[config.mk]
export PLATFORM = sky130hd
export DESIGN_NAME = uart_rx_param
export DESIGN_NICKNAME = d
export VERILOG_FILES = /design/src/rtl/uart_rx_param.sv
export SDC_FILE = /design/constraint.sdc
export NUM_CORES = 1
export LEC_CHECK = 0
export CAP_MARGIN = 10
export CORE_UTILIZATION = 45
export DETAILED_ROUTE_END_ITERATION = 8
export GPL_ROUTABILITY_DRIVEN = 0
export MAX_ROUTING_LAYER = met4
export PLACE_DENSITY = 0.66
export SLEW_MARGIN = 20
export SYNTH_ARGS = -nofsm -noshare
export SYNTH_HDL_FRONTEND = slang
export SYNTH_SLANG_ARGS = --single-unit
[constraint.sdc]
create_clock -name clk -period 3.6 [get_ports clk]
set_input_delay 0.72 -clock clk [delete_from_list [all_inputs] [get_ports clk]]
set_output_delay 0.72 -clock clk [all_outputs]
set_load 0.01 [all_outputs]
[src/rtl/uart_rx_param.sv]
// uart_rx_param: parametrised UART receiver (5..9 data bits, optional parity,
// 1..2 stop bits) with a one-entry valid/ready holding register on the output.
module uart_rx_param #(
  parameter int unsigned CLKS_PER_BIT = 16,
  parameter int unsigned DATA_BITS    = 8,
  parameter bit          PARITY_EN    = 1'b0,
  parameter bit          PARITY_ODD   = 1'b0,
  parameter int unsigned STOP_BITS    = 1
) (
  input  logic                 clk,
  input  logic                 rst,
  input  logic                 wr,
  input  logic                 Rx,
  input  logic                 data_ready,
  output logic [DATA_BITS-1:0] data_out,
  output logic                 data_valid,
  output logic                 parity_err,
  output logic                 frame_err,
  output logic                 overrun,
  output logic                 busy
);

  localparam int unsigned   TW       = $clog2(CLKS_PER_BIT);
  localparam int unsigned   CW       = 4;
  localparam logic [TW-1:0] HalfLast = TW'(CLKS_PER_BIT / 2 - 1);
  localparam logic [TW-1:0] BitLast  = TW'(CLKS_PER_BIT - 1);
  localparam logic [CW-1:0] DataLast = CW'(DATA_BITS - 1);
  localparam logic [CW-1:0] StopLast = CW'(STOP_BITS - 1);

  typedef enum logic [2:0] {StIdle, StStart, StData, StParity, StStop, StBreak} state_e;

  state_e                 state_q, state_d;
  logic                   rx_meta_q, rx_s_q;
  logic [TW-1:0]          timer_q, timer_d;
  logic [CW-1:0]          cnt_q, cnt_d;
  logic [DATA_BITS-1:0]   shift_q, shift_d;
  logic                   par_bad_q, par_bad_d;
  logic                   done_q, done_d;
  logic [DATA_BITS-1:0]   data_out_q, data_out_d;
  logic                   data_valid_q, data_valid_d;
  logic                   parity_err_q, parity_err_d;
  logic                   frame_err_q, frame_err_d;
  logic                   overrun_q, overrun_d;
  logic                   half_tick, bit_tick;

  assign half_tick = (timer_q == HalfLast);
  assign bit_tick  = (timer_q == BitLast);

  // State register.
  always_ff @(posedge clk) begin
    if (!rst) state_q <= StIdle;
    else      state_q <= state_d;
  end

  // Next-state logic; wr=0 forces IDLE from anywhere.
  always_comb begin
    state_d = state_q;
    if (!wr) begin
      state_d = StIdle;
    end else begin
      unique case (state_q)
        StIdle:   if (!rx_s_q) state_d = StStart;
        StStart:  if (half_tick) state_d = rx_s_q ? StIdle : StData;
        StData: begin
          if (bit_tick && cnt_q == DataLast) state_d = PARITY_EN ? StParity : StStop;
        end
        StParity: if (bit_tick) state_d = StStop;
        StStop: begin
          if (bit_tick) begin
            if (!rx_s_q)               state_d = StBreak;
            else if (cnt_q == StopLast) state_d = StIdle;
          end
        end
        StBreak:  if (rx_s_q) state_d = StIdle;
        default:  state_d = StIdle;
      endcase
    end
  end

  // Bit timing, shift register, parity and stop checking.
  always_comb begin
    timer_d     = '0;
    cnt_d       = cnt_q;
    shift_d     = shift_q;
    par_bad_d   = par_bad_q;
    done_d      = 1'b0;
    frame_err_d = 1'b0;
    if (wr) begin
      unique case (state_q)
        StStart: begin
          timer_d   = half_tick ? '0 : timer_q + 1'b1;
          cnt_d     = '0;
          par_bad_d = 1'b0;
        end
        StData: begin
          timer_d = bit_tick ? '0 : timer_q + 1'b1;
          if (bit_tick) begin
            shift_d = {rx_s_q, shift_q[DATA_BITS-1:1]};
            cnt_d   = (cnt_q == DataLast) ? '0 : cnt_q + 1'b1;
          end
        end
        StParity: begin
          timer_d = bit_tick ? '0 : timer_q + 1'b1;
          if (bit_tick) par_bad_d = ((^shift_q) ^ rx_s_q) != PARITY_ODD;
        end
        StStop: begin
          timer_d = bit_tick ? '0 : timer_q + 1'b1;
          if (bit_tick) begin
            cnt_d = cnt_q + 1'b1;
            if (!rx_s_q)                frame_err_d = 1'b1;
            else if (cnt_q == StopLast) done_d      = 1'b1;
          end
        end
        default: ;
      endcase
    end
  end

  // Holding register: a completed word loads one cycle after its last stop sample.
  always_comb begin
    data_out_d   = data_out_q;
    data_valid_d = data_valid_q;
    parity_err_d = parity_err_q;
    overrun_d    = 1'b0;
    if (data_valid_q && data_ready) data_valid_d = 1'b0;
    if (done_q) begin
      if (!data_valid_q || data_ready) begin
        data_out_d   = shift_q;
        parity_err_d = par_bad_q;
        data_valid_d = 1'b1;
      end else begin
        overrun_d = 1'b1;
      end
    end
  end

  // Synchroniser, datapath and output registers.
  always_ff @(posedge clk) begin
    if (!rst) begin
      rx_meta_q    <= 1'b1;
      rx_s_q       <= 1'b1;
      timer_q      <= '0;
      cnt_q        <= '0;
      shift_q      <= '0;
      par_bad_q    <= 1'b0;
      done_q       <= 1'b0;
      data_out_q   <= '0;
      data_valid_q <= 1'b0;
      parity_err_q <= 1'b0;
      frame_err_q  <= 1'b0;
      overrun_q    <= 1'b0;
    end else begin
      rx_meta_q    <= Rx;
      rx_s_q       <= rx_meta_q;
      timer_q      <= timer_d;
      cnt_q        <= cnt_d;
      shift_q      <= shift_d;
      par_bad_q    <= par_bad_d;
      done_q       <= done_d;
      data_out_q   <= data_out_d;
      data_valid_q <= data_valid_d;
      parity_err_q <= parity_err_d;
      frame_err_q  <= frame_err_d;
      overrun_q    <= overrun_d;
    end
  end

  // Outputs.
  always_comb begin
    busy       = (state_q != StIdle);
    data_out   = data_out_q;
    data_valid = data_valid_q;
    parity_err = parity_err_q;
    frame_err  = frame_err_q;
    overrun    = overrun_q;
  end

endmodule

Word level (Yosys, flattened, before mapping). Cells that the tools add are included.

Register bits after elaboration: 35. Bits of input ports: 5. Output and inout bits: 13. Logic and storage cells: 77.

$add $sub $neg: 2. Equal/unequal tests: 16. Muxes and demuxes: 25. Bitwise logic cells: 1. Reduce and logical (&&, ||, !) cells: 20.

Operators by type and width (count): $mux W3 (8); $mux W4 (5); $pmux W3 S6 (1); $ne A2 B2 Y1 const B (7); $pmux W4 S3 (1); $add A4 B1 Y4 const B (2); $eq A4 B3 Y1 const B (2); $pmux W4 S2 (1); $reduce_and A4 Y1 (2); $reduce_xor A8 Y1 (1); $mux W1 (7); $reduce_and A7 Y1 (1); $eq A3 B2 Y1 const B (2); $eq A3 B3 Y1 const B (2); $reduce_and A2 Y1 (3); $reduce_and A3 Y1 (2); $reduce_bool A3 Y1 (2); $reduce_and A5 Y1 (1); $eq A4 B4 Y1 const B (1); $logic_not A4 Y1 (1); $eq A3 B1 Y1 const B (1); $logic_not A3 Y1 (1); $ne A3 B3 Y1 const B (1); $reduce_or A3 Y1 (1); other kinds (7) (8).

Longest topological paths before layout. Gate-level depths: netlist of the first run.

Depth in word-level cells: 5. Gate-level depth with buffers: 6. Depth with buffers taken out: 6.

Least setup slack after synthesis of the first run. OpenSTA, ideal clock, no wires.

Path kind: register -> output. From: reg state_q[1]. To: out busy. Arrival time: 0.918 ns. Data required time: 2.880 ns. Setup slack: 1.962 ns. Cell stages (with the launch flop): 3. Buffers on the path: 1. Path through: dfxtp_1 > clkbuf_1 > or3_1.

Longest elaborated chain between the ends: 1.

Ends and longest elaborated chain: start: declaration (line 32) `state_e state_q, state_d;`; start signal: assignment (line 51) `if (!rst) state_q <= StIdle;`; start signal: assignment (line 52) `else state_q <= state_d;`; $reduce_bool A3 Y1 (line 170) `busy = (state_q != StIdle);`; end: declaration (line 20) `output logic busy`.

No other way between the ends.

Final worst setup path of the first run.
From: reg state_q[0]. To: out busy.

The elaborated chain is that of the path after synthesis.

==> results_dict.tcl, run 1 <==
set metrics [dict create \
    end_kind "primary output" \
    ir_drop_mv 0.204 \
    fin_crit_sh 0.675 \
    synth_nets 183 \
    critPathRequiredTime_ns 2.88 \
    numPortBuffers 17 \
    relSlewSlack 0.571 \
    nets 199 \
    post_cts_buffers 0 \
    antenna_found_initial 0 \
    postSynthAreaPerCell_sq_um 9.34 \
    clock_latency_ns 0.34 \
    worstSetupStartpointType "flop" \
    syn_inst 175 \
    routedWlPerCell_um 13.0 \
    maxCapViolCount 0 \
    dp_hpwl_um 2220 \
    diodes 0 \
    synth-main-ff-cell "dfxtp_1" \
    wl_um 3090 \
    power_density_nw_per_um2 364 \
    clockRootBuffer "clkbuf_4" \
    layout_commonest_cell "dfxtp_1" \
    holdBufCountCts 0 \
    cellLeakagePower_nw 0.764 \
    synthDistinctLibCells 41 \
    initial_core_util 0.479 \
    yosysSeqAreaShare 0.428 \
    fill_cells 328 \
    ys_ff_latch 35 \
    post_dp_cell_area_sq_um 1830 \
    grt_pass1_wl_um 5470 \
    grt_pass1_vias 1246 \
    fin_crit_ns 2.43 \
    path_clk_slew_ns 0.11 \
    fin_worst_skew_ns 0.00721 \
    p_clk_frac 0.407 \
    final_area_sq_um 1910 \
    setup_viol 0 \
    cts-resized-gates 0 \
    die_h_um 62.3 \
    hold_viol 0 \
    grt.total_usage 0.183 \
    die_w_um 62.3 \
    switching_share 0.217 \
    outcome "finished clean" \
    syn_area_sq_um 1640 \
    vias 1295 \
    clock.fmax_mhz 412 \
    drive_gt1_frac 0.0573 \
    grt_remaining_overflow 0 \
    ys_warn_count 0 \
    cts_tree "built" \
    worstSetupPathType "reg -> out" \
    first_iter_violations 49 \
    grt_start_max_net_pins 23 \
    numClockSinks 35 \
    syn2layout_area_growth_pct 16.7 \
    p_comb_frac 0.031 \
    critical_path.max_fanout 16 \
    fp-row-count 21 \
    pin_count 18 \
    worst_pin_slew_ns 0.642 \
    drc 0 \
    pwr-share-seq 0.562 \
    cts_made_buffers 5 \
    grt_setup_unrepaired "false" \
    dr.pass1.iters 4 \
    min_path_type "reg -> reg" \
    h-tree-depth 2 \
    netSwitchingPower_w 0.000151 \
    die-area_sq_um 3880 \
    ant_nets 0 \
    via_per_inst 5.44 \
    p_int_w 0.000544 \
    whs_ns 0.430 \
    cp_data_arrival_time_ns 1.71 \
    clock_path_buffers 2 \
    core_sq_um 3420 \
    mostFrequentLayoutCells "dfxtp_1, nor2_1, mux2i_1" \
    tns_ns 0 \
    ys_async_sr_fraction 0 \
    slew_violations 0 \
    synth-edff-count 0 \
]
==> sequential cells by signal (all words and copies together) (netlist names) <==
signal	cells
parity_err	1
rx_meta_q	1
data_valid	1
rx_s_q	1
par_bad_q	1
overrun	1
shift_q	8
done_q	1
cnt_q	4
data_out	8
frame_err	1
timer_q	4
state_q	3
==> layer usage <==
metal | up-vias | global-route usage | wire [um]
met3 | 4 | 0.0496 | 150
met1 | 610 | 0.219 | 1480
met2 | 34 | 0.293 | 1420
li1 | 647 | - | -
met4 | 0 | 0.0727 | 29
met5 | - | - | 0
==> per-stage QoR <==
step | std cells | util | power (W) | setup WS [ns]
3_3_place_gp | 230 | 0.535 | 0.000421 | 1.33
2_1_floorplan | 175 | - | 0.000411 | 1.96
5_1_grt | 238 | 0.559 | 0.000725 | 1.08
6_report | 238 | 0.559 | 0.000694 | 1.17
4_1_cts | 238 | 0.559 | 0.000701 | 1.17
3_5_place_dp | 230 | 0.535 | 0.000421 | 1.27
==> path summary, 6_finish.rpt <==
check / from / slack [ns] / cells after the start / end
max: state_q[0] / 1.17 / 2 / busy
min: rx_meta_q / 0.43 / 1 / rx_s_q
min reg2reg: rx_meta_q / 0.43 / 1 / rx_s_q
max reg2reg: state_q[1] / 1.73 / 4 / cnt_q[2]
==> worst max-delay path, stage by stage (launching register included) <==
cell and delay (ns):
dfxtp_1 0.66, or3_1 0.19, clkdlybuf4s50_1 0.53
==> area by class of cell <==
| class | instances | area, sq um | share of cell area |
|---|---|---|---|
| Clock buffer | 5 | 37.5 | 0.0197 |
| Clock inverter | 3 | 43.8 | 0.0230 |
| Inverter | 5 | 18.8 | 0.00984 |
| Multi-Input combinational cell | 127 | 880 | 0.461 |
| Sequential cell | 35 | 701 | 0.367 |
| Tap cell | 46 | 57.6 | 0.0302 |
| Timing Repair Buffer | 17 | 170 | 0.0892 |
==> power groups by stage <==
stage / registers [W] / clock network (W) / logic, W
6_report: 0.000391 / 0.000282 / 0.0000216
2_1_floorplan: 0.000398 / 0 / 0.0000133
3_3_place_gp: 0.000399 / 0 / 0.0000216
4_1_cts: 0.000391 / 0.000289 / 0.0000220
3_5_place_dp: 0.000399 / 0 / 0.0000218
5_1_grt: 0.000391 / 0.000311 / 0.0000237
==> cells by family (layout without fill, tap and decap cells) <==
logic type      count (synthesis)  count (layout)  share of synthesized area
compound gates                 23              23                      0.100
xor+xnor                        9               9                     0.0566
fa+ha+maj                       3               3                     0.0230
buf+inv                        13              30                     0.0337
flops                          35              35                      0.428
mux                            18              18                      0.110
simple gates                   74              74                      0.248
==> synthesized netlist by cell type, types with 2 or more instances <==
cell | number | area [sq um]
nor2b_1 | 2 | 12.5
and3b_1 | 2 | 17.5
and2_1 | 2 | 12.5
o22ai_1 | 3 | 18.8
nand3_1 | 7 | 35.0
inv_1 | 5 | 18.8
nand2b_1 | 6 | 37.5
nand4_1 | 6 | 37.5
nor2_1 | 27 | 101
clkbuf_1 | 5 | 18.8
buf_2 | 2 | 10.0
ha_1 | 3 | 37.5
and3_1 | 4 | 25.0
nor4_1 | 2 | 12.5
nand3b_1 | 2 | 15.0
and2b_1 | 2 | 15.0
nand2_1 | 5 | 18.8
xor2_1 | 3 | 26.3
a21oi_1 | 8 | 40.0
o21ai_1 | 2 | 10.0
o21ai_0 | 2 | 10.0
mux2i_1 | 18 | 180
xnor2_1 | 5 | 43.8
dfxtp_1 | 35 | 701
Note: power is estimated with default switching activity, not from simulation.
==> inputs of run 2 (changes only) <==
==> constraint.sdc (replaced) <==
create_clock -name clk -period 2.28 [get_ports clk]
set_input_delay 0.456 -clock clk [delete_from_list [all_inputs] [get_ports clk]]
set_output_delay 0.456 -clock clk [all_outputs]
set_load 0.01 [all_outputs]
==> results_dict.tcl, run 2 (same netlist as run 1, synthesis figures left out) <==
set metrics [dict create \
    post_cts_buffers 0 \
    slew_violations 0 \
    grt_setup_unrepaired "false" \
    cts_tree "built" \
    die_h_um 62.3 \
    cts_made_buffers 5 \
    nets 203 \
    cellLeakagePower_nw 0.766 \
    setup_viol 0 \
    fin_cells 242 \
    tns_ns 0 \
    drc 0 \
    first_iter_violations 40 \
    numPortBuffers 17 \
    dr.pass1.iters 4 \
    cts-resized-gates 0 \
    path_clk_slew_ns 0.10 \
    clock_path_buffers 2 \
    wl_um 3130 \
    worstSetupStartpointType "flop" \
    hold_viol 0 \
    core_sq_um 3420 \
    ant_nets 0 \
    grt_pass1_vias 1261 \
    r2r-start "state_q[1]" \
    critical_path.max_fanout 15 \
    clock_latency_ns 0.34 \
    die_w_um 62.3 \
    fin_worst_skew_ns 0.00582 \
    clock.fmax_mhz 464 \
    via_per_inst 5.38 \
    h-tree-depth 2 \
    maxCapViolCount 0 \
    fin_crit_sh 0.946 \
    min_path_type "reg -> reg" \
    worstSetupPathType "reg -> out" \
    clockRootBuffer "clkbuf_4" \
    antenna_found_initial 0 \
    grt_start_max_net_pins 23 \
    relSlewSlack 0.678 \
    cp_data_arrival_time_ns 1.70 \
    mostFrequentLayoutCells "dfxtp_1, nor2_1, mux2i_1" \
    syn2layout_area_growth_pct 16.8 \
    worst_pin_slew_ns 0.479 \
    grt_remaining_overflow 0 \
    layout_commonest_cell "dfxtp_1" \
    numClockSinks 35 \
    critPathRequiredTime_ns 1.82 \
    vias 1303 \
    ir_drop_mv 0.334 \
    end_kind "primary output" \
    drive_gt1_frac 0.0714 \
    routedWlPerCell_um 12.9 \
    dp_hpwl_um 2230 \
    grt.total_usage 0.185 \
    grt_pass1_wl_um 5580 \
    hold_start "rx_meta_q" \
    fp-row-count 21 \
    diodes 0 \
    power_density_nw_per_um2 510 \
    fin_crit_ns 2.16 \
    startpoint "state_q[2]" \
    pin_count 18 \
    initial_core_util 0.479 \
    outcome "finished clean" \
    die-area_sq_um 3880 \
    place_inst 234 \
    whs_ns 0.442 \
    holdBufCountCts 0 \
]
-- run 2: changes by cell type in the layout (fill, tap and decap cells not counted), sizes merged --
cell,previous run,this run
clkinv,2,1
clkbuf,5,6
clkinvlp,0,1
buf,0,4
bufinv,1,0
-- run 2: final timing paths --
kind / end / slack [ns] / cells after the start
max reg2reg: shift_q[6] / 0.42 / 4
min reg2reg: rx_s_q / 0.44 / 1
min: rx_s_q / 0.44 / 1
max: busy / 0.12 / 2
-- run 2: per-layer routing --
| layer | GRT usage | vias up | part of all wire |
|---|---|---|---|
| li1 | - | 661 | - |
| met5 | - | - | 0 |
| met1 | 0.231 | 609 | 0.50 |
| met2 | 0.286 | 26 | 0.45 |
| met4 | 0.0698 | 0 | 0.019 |
| met3 | 0.0496 | 7 | 0.036 |
-- run 2: power breakdown --
part           switching (W)  total [W]  internal, W
logic              0.0000208  0.0000383    0.0000175
registers         0.00000269   0.000616     0.000613
clock network       0.000202   0.000321     0.000119
-- run 2: critical path, cell delays in order, from the launching register on --
cell	delay (ns)
dfxtp_1	0.45
or3_1	0.43
clkdlybuf4s50_1	0.49
-- run 2: cell type report --
type / count / area [sq um]
fill: 330 / 1510
multi-input combinational: 127 / 880
sequential: 35 / 701
timing repair buffer: 21 / 200
tap: 46 / 57.6
clock buffer: 6 / 41.3
inverter: 5 / 18.8
clock inverter: 2 / 12.5
-- run 2: per-stage QoR --
step / power, W / util / area, sq um / setup WS (ns)
6_report: 0.000975 / 0.559 / 1910 / 0.123
3_5_place_dp: 0.000668 / 0.544 / 1860 / 0.234
3_3_place_gp: 0.000668 / 0.544 / 1860 / 0.282
2_1_floorplan: 0.000649 / - / 1640 / 0.648
4_1_cts: 0.000989 / 0.559 / 1910 / 0.113
5_1_grt: 0.00103 / 0.559 / 1910 / 0.0395
